--- src/rtl/sdram_init_seq.sv ---
// SDRAM power-up initialisation sequencer: power-up wait, PRECHARGE ALL, N AUTO REFRESH, MRS.
// Supports restart from PRECHARGE on reinit_req once the sequence has completed.
module sdram_init_seq #(
    parameter int       POWERUP_CYCLES = 20000,
    parameter int       T_RP           = 2,
    parameter int       T_RFC          = 7,
    parameter int       T_MRD          = 2,
    parameter int       REFRESH_NUM    = 2,
    parameter int       CAS_LAT        = 3,
    parameter int       BURST_TYPE     = 0,
    parameter logic [2:0] BURST_LEN    = 3'b111,
    parameter int       WR_BURST       = 0,
    parameter int       ADDR_W         = 13,
    parameter int       BA_W           = 2,
    parameter int       DQ_W           = 16,
    parameter int       DQM_W          = 2
) (
    input  logic              sysclk_100M,
    input  logic              rst_n,
    input  logic              reinit_req,
    output logic              sdram_clk,
    output logic              sdram_cke,
    output logic              sdram_cs_n,
    output logic              sdram_ras_n,
    output logic              sdram_cas_n,
    output logic              sdram_we_n,
    output logic [BA_W-1:0]   sdram_ba,
    output logic [DQM_W-1:0]  sdram_dqm,
    output logic [ADDR_W-1:0] sdram_addr,
    inout  wire  [DQ_W-1:0]   sdram_dq,
    output logic              init_end_flag
);

    typedef enum logic [2:0] {
        ST_POWERUP, ST_PRE, ST_WAIT_RP, ST_REF, ST_WAIT_RFC, ST_MRS, ST_WAIT_MRD, ST_DONE
    } state_t;

    localparam int PWR_W   = $clog2(POWERUP_CYCLES + 1);
    localparam int GAP_MAX = (T_RP > T_RFC) ? ((T_RP > T_MRD) ? T_RP : T_MRD)
                                            : ((T_RFC > T_MRD) ? T_RFC : T_MRD);
    localparam int GAP_W   = $clog2(GAP_MAX + 1);

    localparam logic [PWR_W-1:0] PWR_LAST = PWR_W'(POWERUP_CYCLES - 1);
    // Gap loads are one less than the spacing: the command cycle itself counts as one.
    localparam logic [GAP_W-1:0] RP_LOAD  = GAP_W'(T_RP - 1);
    localparam logic [GAP_W-1:0] RFC_LOAD = GAP_W'(T_RFC - 1);
    localparam logic [GAP_W-1:0] MRD_LOAD = GAP_W'(T_MRD - 1);
    localparam logic [3:0]       REF_TOTAL = 4'(REFRESH_NUM);

    localparam logic [3:0] CMD_NOP = 4'b0111;
    localparam logic [3:0] CMD_PRE = 4'b0010;
    localparam logic [3:0] CMD_REF = 4'b0001;
    localparam logic [3:0] CMD_MRS = 4'b0000;

    localparam logic [9:0] MODE_BITS = {1'(WR_BURST), 2'b00, 3'(CAS_LAT), 1'(BURST_TYPE), BURST_LEN};
    localparam logic [ADDR_W-1:0] MODE_ADDR = ADDR_W'(MODE_BITS);
    localparam logic [ADDR_W-1:0] PRE_ADDR  = ADDR_W'(11'h400);
    localparam logic [ADDR_W-1:0] ZERO_ADDR = {ADDR_W{1'b0}};

    state_t            state_q, state_d;
    logic [PWR_W-1:0]  pwr_cnt_q, pwr_cnt_d;
    logic [GAP_W-1:0]  gap_cnt_q, gap_cnt_d;
    logic [3:0]        ref_cnt_q, ref_cnt_d;
    logic [3:0]        cmd_q, cmd_d;
    logic [ADDR_W-1:0] addr_q, addr_d;
    logic              flag_q, flag_d;

    // Next-state, counter and registered-bus computation.
    always_comb begin
        state_d   = state_q;
        pwr_cnt_d = pwr_cnt_q;
        gap_cnt_d = gap_cnt_q;
        ref_cnt_d = ref_cnt_q;
        cmd_d     = CMD_NOP;
        addr_d    = ZERO_ADDR;
        flag_d    = flag_q;
        case (state_q)
            ST_POWERUP: begin
                if (pwr_cnt_q == PWR_LAST) begin
                    state_d   = ST_PRE;
                    cmd_d     = CMD_PRE;
                    addr_d    = PRE_ADDR;
                    gap_cnt_d = RP_LOAD;
                end else begin
                    pwr_cnt_d = pwr_cnt_q + PWR_W'(1);
                end
            end
            ST_PRE, ST_WAIT_RP: begin
                if (gap_cnt_q == {GAP_W{1'b0}}) begin
                    state_d   = ST_REF;
                    cmd_d     = CMD_REF;
                    ref_cnt_d = ref_cnt_q + 4'd1;
                    gap_cnt_d = RFC_LOAD;
                end else begin
                    state_d   = ST_WAIT_RP;
                    gap_cnt_d = gap_cnt_q - GAP_W'(1);
                end
            end
            ST_REF, ST_WAIT_RFC: begin
                if (gap_cnt_q != {GAP_W{1'b0}}) begin
                    state_d   = ST_WAIT_RFC;
                    gap_cnt_d = gap_cnt_q - GAP_W'(1);
                end else if (ref_cnt_q < REF_TOTAL) begin
                    state_d   = ST_REF;
                    cmd_d     = CMD_REF;
                    ref_cnt_d = ref_cnt_q + 4'd1;
                    gap_cnt_d = RFC_LOAD;
                end else begin
                    state_d   = ST_MRS;
                    cmd_d     = CMD_MRS;
                    addr_d    = MODE_ADDR;
                    gap_cnt_d = MRD_LOAD;
                end
            end
            ST_MRS, ST_WAIT_MRD: begin
                if (gap_cnt_q == {GAP_W{1'b0}}) begin
                    state_d = ST_DONE;
                    flag_d  = 1'b1;
                end else begin
                    state_d   = ST_WAIT_MRD;
                    gap_cnt_d = gap_cnt_q - GAP_W'(1);
                end
            end
            ST_DONE: begin
                // Restart skips the power-up wait and re-enters at PRECHARGE.
                if (reinit_req) begin
                    state_d   = ST_PRE;
                    cmd_d     = CMD_PRE;
                    addr_d    = PRE_ADDR;
                    gap_cnt_d = RP_LOAD;
                    ref_cnt_d = 4'd0;
                    flag_d    = 1'b0;
                end else begin
                    state_d = ST_DONE;
                end
            end
            default: begin
                state_d = ST_POWERUP;
            end
        endcase
    end

    // State, counters and SDRAM bus registers with asynchronous reset.
    always_ff @(posedge sysclk_100M or negedge rst_n) begin
        if (!rst_n) begin
            state_q   <= ST_POWERUP;
            pwr_cnt_q <= {PWR_W{1'b0}};
            gap_cnt_q <= {GAP_W{1'b0}};
            ref_cnt_q <= 4'd0;
            cmd_q     <= CMD_NOP;
            addr_q    <= ZERO_ADDR;
            flag_q    <= 1'b0;
        end else begin
            state_q   <= state_d;
            pwr_cnt_q <= pwr_cnt_d;
            gap_cnt_q <= gap_cnt_d;
            ref_cnt_q <= ref_cnt_d;
            cmd_q     <= cmd_d;
            addr_q    <= addr_d;
            flag_q    <= flag_d;
        end
    end

    assign {sdram_cs_n, sdram_ras_n, sdram_cas_n, sdram_we_n} = cmd_q;
    assign sdram_addr    = addr_q;
    assign init_end_flag = flag_q;
    assign sdram_clk     = ~sysclk_100M;
    assign sdram_cke     = 1'b1;
    assign sdram_ba      = {BA_W{1'b0}};
    assign sdram_dqm     = {DQM_W{1'b0}};
    assign sdram_dq      = {DQ_W{1'bz}};

endmodule

--- config.mk ---
export PLATFORM = sky130hd
export DESIGN_NAME = sdram_init_seq
export DESIGN_NICKNAME = d
export VERILOG_FILES = /design/src/rtl/sdram_init_seq.sv
export SDC_FILE = /design/constraint.sdc
export NUM_CORES = 1
export LEC_CHECK = 0
export CAP_MARGIN = 20
export CORE_UTILIZATION = 41
export CTS_CLUSTER_DIAMETER = 60
export CTS_CLUSTER_SIZE = 25
export DETAILED_ROUTE_END_ITERATION = 10
export PLACE_DENSITY = 0.73
export SYNTH_ARGS = -nofsm -noshare
export SYNTH_HDL_FRONTEND = slang
export SYNTH_SLANG_ARGS = --single-unit
--- constraint.sdc ---
create_clock -name sysclk_100M -period 5.9 [get_ports sysclk_100M]
set_clock_uncertainty 0.15 [all_clocks]
set_input_delay 1.18 -clock sysclk_100M [delete_from_list [all_inputs] [get_ports sysclk_100M]]
set_output_delay 1.18 -clock sysclk_100M [all_outputs]
set_load 0.03 [all_outputs]
* Word level (Yosys, flattened, before mapping)
Cells that the tools add are included.
Word-level totals: output and inout port bits 40, bits in registers 43
Operators by class: bitwise operators 2, order comparisons 1, reduce and logical (&&, ||, !) cells 12, $add $sub $neg 3, multiplexer cells 32, equal/unequal tests 15
Operators by type and width (number):
- two-way mux 3 bit | 13
- case mux 11 bit (3 select lines) | 1
- case mux 3 bit (5 select lines) | 2
- two-way mux 11 bit | 2
- two-way mux 4 bit | 4
- adder 15 x 1 -> 15 bit, second input constant | 1
- == test 15 bit, second input constant | 1
- != test 2 bit, second input constant | 7
- == test 3 bit, second input constant | 4
- two-way mux 6 bit | 2
- case mux 3 bit (4 select lines) | 1
- case mux 4 bit (3 select lines) | 1
- == test 3 x 2 -> 1 bit, second input constant | 2
- zero test 3 bit | 2
- AND reduction 3 bit | 2
- nonzero test 3 bit | 2
- OR reduction 2 bit | 3
- two-way mux 1 bit | 5
- AND reduction 5 bit | 1
- adder 4 x 1 -> 4 bit, second input constant | 1
- less-than comparator 4 x 2 -> 1 bit, second input constant | 1
- == test 3 x 1 -> 1 bit, second input constant | 1
- subtractor 3 x 1 -> 3 bit, second input constant | 1
- inverter 1 bit | 2
- 3 further kinds | 3

* Longest topological paths before layout
depth after elaboration 4, gate-level depth with buffers 7, mapped depth without buffers 6

==> summary.md <==
| Metric | Value |
|---|---|
| Synth warn | `0` |
| Syn avg cell area | `9.76 um^2` |
| Ys flop type | `dfrtp_1` |
| Initial antenna violation count | `0` |
| Clk Latency, worst-skew pair | `0.28 ns` |
| Leak | `0.973 nW` |
| GRT overflow | `0` |
| Hold Crit Class | `reg2reg` |
| Inserted Clock Buffers | `5` |
| Sum Neg Setup Slack | `0 ns` |
| Fin area | `0.00208 mm^2` |
| Largest area contributor in the netlist | `dfrtp_1` |
| Diode count | `0` |
| Worst r2r src | `state_q[2]$_DFFE_PN0N_` |
| Status | `finished, final reports clean` |
| Syn Std Cell Area | `0.00198 mm^2` |
| GPL Wtd Cong | `0.877` |
| Seq/Total Area, Yosys | `39.3%` |
| CTS Buffer Depth | `2` |
| Placed inst area | `0.00199 mm^2` |
| Synth top area cells | `dfrtp_1 35%, buf_4 13%, dfstp_2 4.0%` |
| DR vias | `1407` |
| Netlist cell types | `50` |
| DR pass1 iterations | `4` |
| FF+latch count, synth | `31` |
| Vias in the first global route | `1192` |
| CP Class | `clk2out` |
| Setup WS post-layout | `0.629 ns` |
| Worst-path clk slew | `0.06 ns` |
| Placement Setup Slack | `0.944 ns` |
| Row cnt | `24` |
| Die ar. | `0.00512 mm^2` |
| Largest net degree at the start of global routing | `32` |
| Worst hold start | `pwr_cnt_q[14]$_DFFE_PN0P_` |
| Setup Buffers After CTS | `0` |
| Final Hold Vio Count | `0` |
| Final WL | `3.34 mm` |
| Worst Setup SP | `sysclk_100M` |
| Placed Cells | `256` |
| Largest fanout on the critical path | `9` |
| Global-route wire length before repair | `5.75 mm` |
| Max VDD drop | `0.146 mV` |
| Power Dens Cells | `459 mW/mm^2` |
| CP Launch Type | `clock port` |
| RSZ-0062 raised after global routing | `no` |
| Max-slew violation count | `0` |
| Antenna-violating nets left | `0` |
| DP HPWL | `2.38 mm` |
| Initial Util | `44.0%` |
| Worst EP arrival | `3.94 ns` |
| CP required | `4.57 ns` |
| CORE AREA | `0.00450 mm^2` |
| Root Buffer | `clkbuf_8` |
| Top-level port count | `43` |
| CP Capture Type | `output port` |
| Asr flop ratio synth | `100%` |
| CTS tree | `yes` |
| Vias per cell | `5.33` |
| Post-synth EDFFs | `0` |
| DR WL/cell | `12.7 um` |
| CTS resizes | `0` |
| Worst-Margin Slew | `0.839 ns` |
| Die height | `71.5 um` |
| Post-synth top area share | `35.4%` |
| Tot GR Track Use | `14.5%` |
| Buffers added on ports | `13` |
| Worst hold margin | `0.324 ns` |
| Cts hold-fix bufs | `0` |
| Fraction of layout cells with a size suffix above 1 | `8.96%` |
| Die Wd | `71.5 um` |
| Slew HR | `44.0%` |
| Area Growth Syn to Fin | `4.73%` |
| Final setup vio count | `0` |
| Net total in the final layout | `218` |
| DRC | `0` |
| Max-Cap Viols | `0` |
| Htree depth | `2` |
| Final Non-Filler Cells | `264` |
| Gate Count Post-Synth | `203` |
| Initial DRC count | `94` |
layout by cell type (no fill, tap or decap), types with 4 or more instances in the layout:
| cell | count |
|---|---|
| dfrtp_1 | 28 |
| xor2_1 | 7 |
| clkdlybuf4s50_1 | 13 |
| and3_1 | 4 |
| o21ai_0 | 6 |
| nor2_1 | 4 |
| clkbuf_8 | 5 |
| xnor2_1 | 7 |
| o31ai_1 | 4 |
| nand2_1 | 14 |
| ha_1 | 4 |
| a21oi_1 | 6 |
| a31oi_1 | 4 |
| a211oi_1 | 4 |
| conb_1 | 29 |
| inv_1 | 7 |
| nor3_1 | 8 |
| nand4_1 | 5 |
| nand3_1 | 6 |
logic make-up after synthesis:
kind of cell | after synthesis | synth area share [%]
flip-flops | 31 | 39.3
AO/OA/AOI/OAI | 38 | 14.1
other | 2 | 0.379
AND/OR/NAND/NOR | 63 | 19.3
XOR/XNOR | 14 | 6.19
buffers and inverters | 47 | 16.1
adder cells (fa/ha/maj) | 4 | 2.53
multiplexers | 4 | 2.08
Yosys cell counts (2+ instances only):
master and count:
xor2_1 7, dfrtp_1 28, nand2_1 14, a21o_1 2, buf_6 2, xnor2_1 7
buf_4 33, buf_2 3, conb_1 2, or2_2 2, nand2b_1 2, a31oi_1 4
o31ai_1 4, mux2i_1 3, ha_1 4, nor3_1 8, or3_1 2, inv_1 7
dfstp_2 3, nor4_1 2, nand4_1 5, clkbuf_1 2, and4_1 3, nor4b_1 2
and2_1 2, and3_1 4, nor3_4 2, nor2_1 4, o21ai_0 6, nand3_1 6
a21oi_1 6, a211oi_1 4
worst max-delay path, cell delays in order:
cell and delay, ns:
clkbuf_8 0.13, clkbuf_8 0.15, inv_1 0.05, clkdlybuf4s50_1 0.65
state kept, by name, summed over array words and instances, names as in the netlist:
| register | flops |
|---|---|
| gap_cnt_q | 3 |
| state_q | 3 |
| pwr_cnt_q | 15 |
| ref_cnt_q | 4 |
| sdram_addr | 2 |
| cmd_q | 3 |
| init_end_flag | 1 |
worst paths after layout:
kind                                                   to  slack [ns]  cells past startpoint
worst max-delay path                            sdram_clk        0.63                      4
worst min-delay path            pwr_cnt_q[14]$_DFFE_PN0P_        0.32                      1
worst max register to register   gap_cnt_q[2]$_DFFE_PN0P_        3.64                      4
worst min register to register  pwr_cnt_q[14]$_DFFE_PN0P_        0.32                      1
max in group asynchronous              cmd_q[0]$_DFF_PN1_        4.16                      2
min in group asynchronous          state_q[2]$_DFFE_PN0N_        1.12                      2
stage by stage:
stage	utilization [%]	total power, mW
6_report	46.1	0.953
4_1_cts	46.1	0.958
3_3_place_gp	44.3	0.783
5_1_grt	46.1	1.03
2_1_floorplan	-	0.714
3_5_place_dp	44.3	0.791
final cells by class:
class | instances | area [um^2]
Fill cell | 432 | 2430
Multi-Input combinational cell | 152 | 985
Sequential cell | 31 | 779
Timing Repair Buffer | 13 | 128
Clock buffer | 6 | 78.8
Tap cell | 52 | 65.1
Inverter | 6 | 22.5
Clock inverter | 4 | 17.5
metal layers:
metal  GRT usage [%]  routed length (um)
met5               0                   0
met4            5.88                  61
met3            3.80                 172
met2            20.4                1450
met1            21.1                1660
report_power, final:
group          switching, mW  internal [mW]  total (mW)
clock                 0.0990         0.0925       0.191
combinational          0.238          0.167       0.406
sequential            0.0828          0.273       0.356
total                  0.420          0.533       0.953
No activity file was read; power rests on OpenSTA's default activity.
==> variant, RTL diff (same settings) <==
Make the reset (`rst_n`) synchronous in one clocked block. Comments in the files are not updated.
--- a/src/rtl/sdram_init_seq.sv
+++ b/src/rtl/sdram_init_seq.sv
@@ -143,3 +143,3 @@
     // State, counters and SDRAM bus registers with asynchronous reset.
-    always_ff @(posedge sysclk_100M or negedge rst_n) begin
+    always_ff @(posedge sysclk_100M) begin
         if (!rst_n) begin
Behaviour: same outputs for any inputs over 10 cycles, from zero or initial values and one cycle with rst_n low; that may be too few to reach the edited logic, so the function may still have changed.
==> variant against the original RTL <==
- routed wire length down 0.42%
- sequential share of layout area decreased by 5.6 points
- count of clock-buffer cells in the layout grew 3
- synthesized area is 5.4% lower
- setup slack got worse by 5.2 ps
- sequential cell count is the same
- first-iteration DRC count fell by 63%
- cell area fell by 6.3%
- highest routed layer unchanged
Power is not compared: it rests on default switching activity, and its combinational part moved more than twofold at a synthesized area within 25%.
==> variant: results (changes against the original RTL) <==
The peak ir drop on the vdd network came out at 0.1681 mV. The capture point of the worst reg-to-reg path was gap_cnt_q[2]. The fraction of synthesis flops using an asynchronous set or reset pin was 0% (-100 points). The DRC violation total after the first TritonRoute iteration is 35 (-63%), and the weighted congestion at the end of routability-driven global placement is 0.8399 (-4.2%). The slack of the worst reg-to-reg path is 3380 ps (-260 ps). The layout cell share with drive strength beyond 1 was 5.983% (-3.0 points); the clock slew seen by the registers of the worst setup and hold paths was 60 ps (about the same). By area the synthesized netlist is led by sky130_fd_sc_hd__dfxtp_1, sky130_fd_sc_hd__buf_4, sky130_fd_sc_hd__xor2_1. The worst hold slack is 348.2 ps (+23.90 ps), and the final layout net count is 240 (+10%). The signal arrival time at the worst endpoint is 3950 ps (about the same). The area used by multi-input combinational logic was 1001 µm² (+1.7%). The total via count in the routed design is 1465 (+4.1%). For the total of cells resized after clock tree synthesis, the log shows 0 (unchanged). The global-route wire length before repair is 5.754 mm (+0.12%). The run finished with clean final reports. The clock buffer count was 9 (+3); the non-filler instance count after layout was 286 (+8.3%). For the cell count after placement, the log shows 278 (+8.6%). The count of flip-flops and latches came out at 31 (unchanged). Cell with the most instances after synthesis: sky130_fd_sc_hd__buf_4.

The number of buffer cells added on primary ports is 13 (unchanged). The buffer count excluding the clock tree in the final layout came out at 12 (-1). The startpoint identified for the worst hold timing path is gap_cnt_q[1].

The number of H-tree levels is 2 (unchanged). The tools report the number of global-route vias before repair as 1278 (+7.2%). Worst relative slew slack: 49.93% (+6.0 points). The number of fillers in the final layout is 459 (+6.3%).

The largest registers in the layout are pwr_cnt_q (15), ref_cnt_q (4). The data-path buffer share of cell area in the final layout works out to 6.178% (+0.029 points). Among all stages on the critical path, the largest delay is contributed by sky130_fd_sc_hd__clkdlybuf4s50_1. Wire length per cell: 11.64 µm (-8.1%). The total inserted antenna cells is 0 (unchanged), and the distinct cell type count after synthesis is 49 (-2.0%). Detailed placement HPWL: 2.287 mm (-3.7%).

The pin count of the biggest net entering global routing was 27 (-16%); the leakage power was 0.7852 nW. The depth of the worst hold-timing path came out at 2 (+1). The most frequently used flop master after synthesis was sky130_fd_sc_hd__dfxtp_1. The logs give 172 (+13%) for the total number of multi-input combinational cells and 620.6 µm² (-20%) for the area occupied by registers. The number of post-CTS setup repair buffers was 0 (unchanged); the clock network area share was 5.341% (+0.70 points). For the sequential area share after synthesis, the log shows 33.11% (-6.2 points). The count of cells along the worst register-to-register path was 8 (+4). The startpoint identified for the worst register-to-register timing path is gap_cnt_q[0]. By count the netlist is led by sky130_fd_sc_hd__buf_4, sky130_fd_sc_hd__dfxtp_1, sky130_fd_sc_hd__nor2_1. For the total global-route track usage, the log shows 14.80% (+0.32 points).

The worst hold path terminates at gap_cnt_q[1]. The path type of the worst min-delay path is reg2reg. Instance count of the mapped netlist: 229 (+13%). The maximum clock insertion buffer count was 2 (unchanged). The number of non-clock inverters in the layout was 9 (+3). For this run, the slowest stage of the critical path takes 660 ps.
-- variant: changes by cell type after synthesis, moves of 4 or more --
cell and change:
sky130_fd_sc_hd__a21oi_1 +4, sky130_fd_sc_hd__clkbuf_1 +4, sky130_fd_sc_hd__nor3_1 -4, sky130_fd_sc_hd__o22ai_1 +4, sky130_fd_sc_hd__dfxtp_1 +31, sky130_fd_sc_hd__nand3_1 +6
sky130_fd_sc_hd__nor2_1 +19, sky130_fd_sc_hd__dfrtp_1 -28
-- variant: metrics by stage --
stage	worst slack (ps)	area (µm²)
3_5_place_dp	944.3	1854
2_1_floorplan	1435	1976
3_3_place_gp	944.3	1854
5_1_grt	590.7	1944
6_report	623.8	1944
4_1_cts	612.4	1944
-- variant: kinds of logic after synthesis --
family	share of synthesized area, %
AO/OA/AOI/OAI	14.75
XOR/XNOR	6.542
adder cells (fa/ha/maj)	2.670
buffers and inverters	18.89
flip-flops	33.11
multiplexers	1.602
other	0.4007
AND/OR/NAND/NOR	22.03
-- variant: per-layer routing --
metal  track usage [%]  vias to the layer above  share of wire, %
met5                 0                        -                 0
met1             19.75                      667                49
li1                  -                      738                 -
met3             3.198                        5               5.3
met4             8.444                        0               2.1
met2             22.01                       55                43
-- variant: power breakdown --
part           switching (mW)  internal [mW]
Combinational           0.104         0.0480
Clock                  0.0951          0.108
Sequential             0.0146          0.224
-- variant: worst reg2reg max path: stages (launching register included) --
cell and delay (ps):
sky130_fd_sc_hd__dfxtp_1 320, sky130_fd_sc_hd__inv_1 60, sky130_fd_sc_hd__ha_1 150, sky130_fd_sc_hd__ha_1 500, sky130_fd_sc_hd__or4b_2 700, sky130_fd_sc_hd__o22ai_1 160
sky130_fd_sc_hd__a31oi_1 100, sky130_fd_sc_hd__nand2b_1 180, sky130_fd_sc_hd__o311ai_0 90
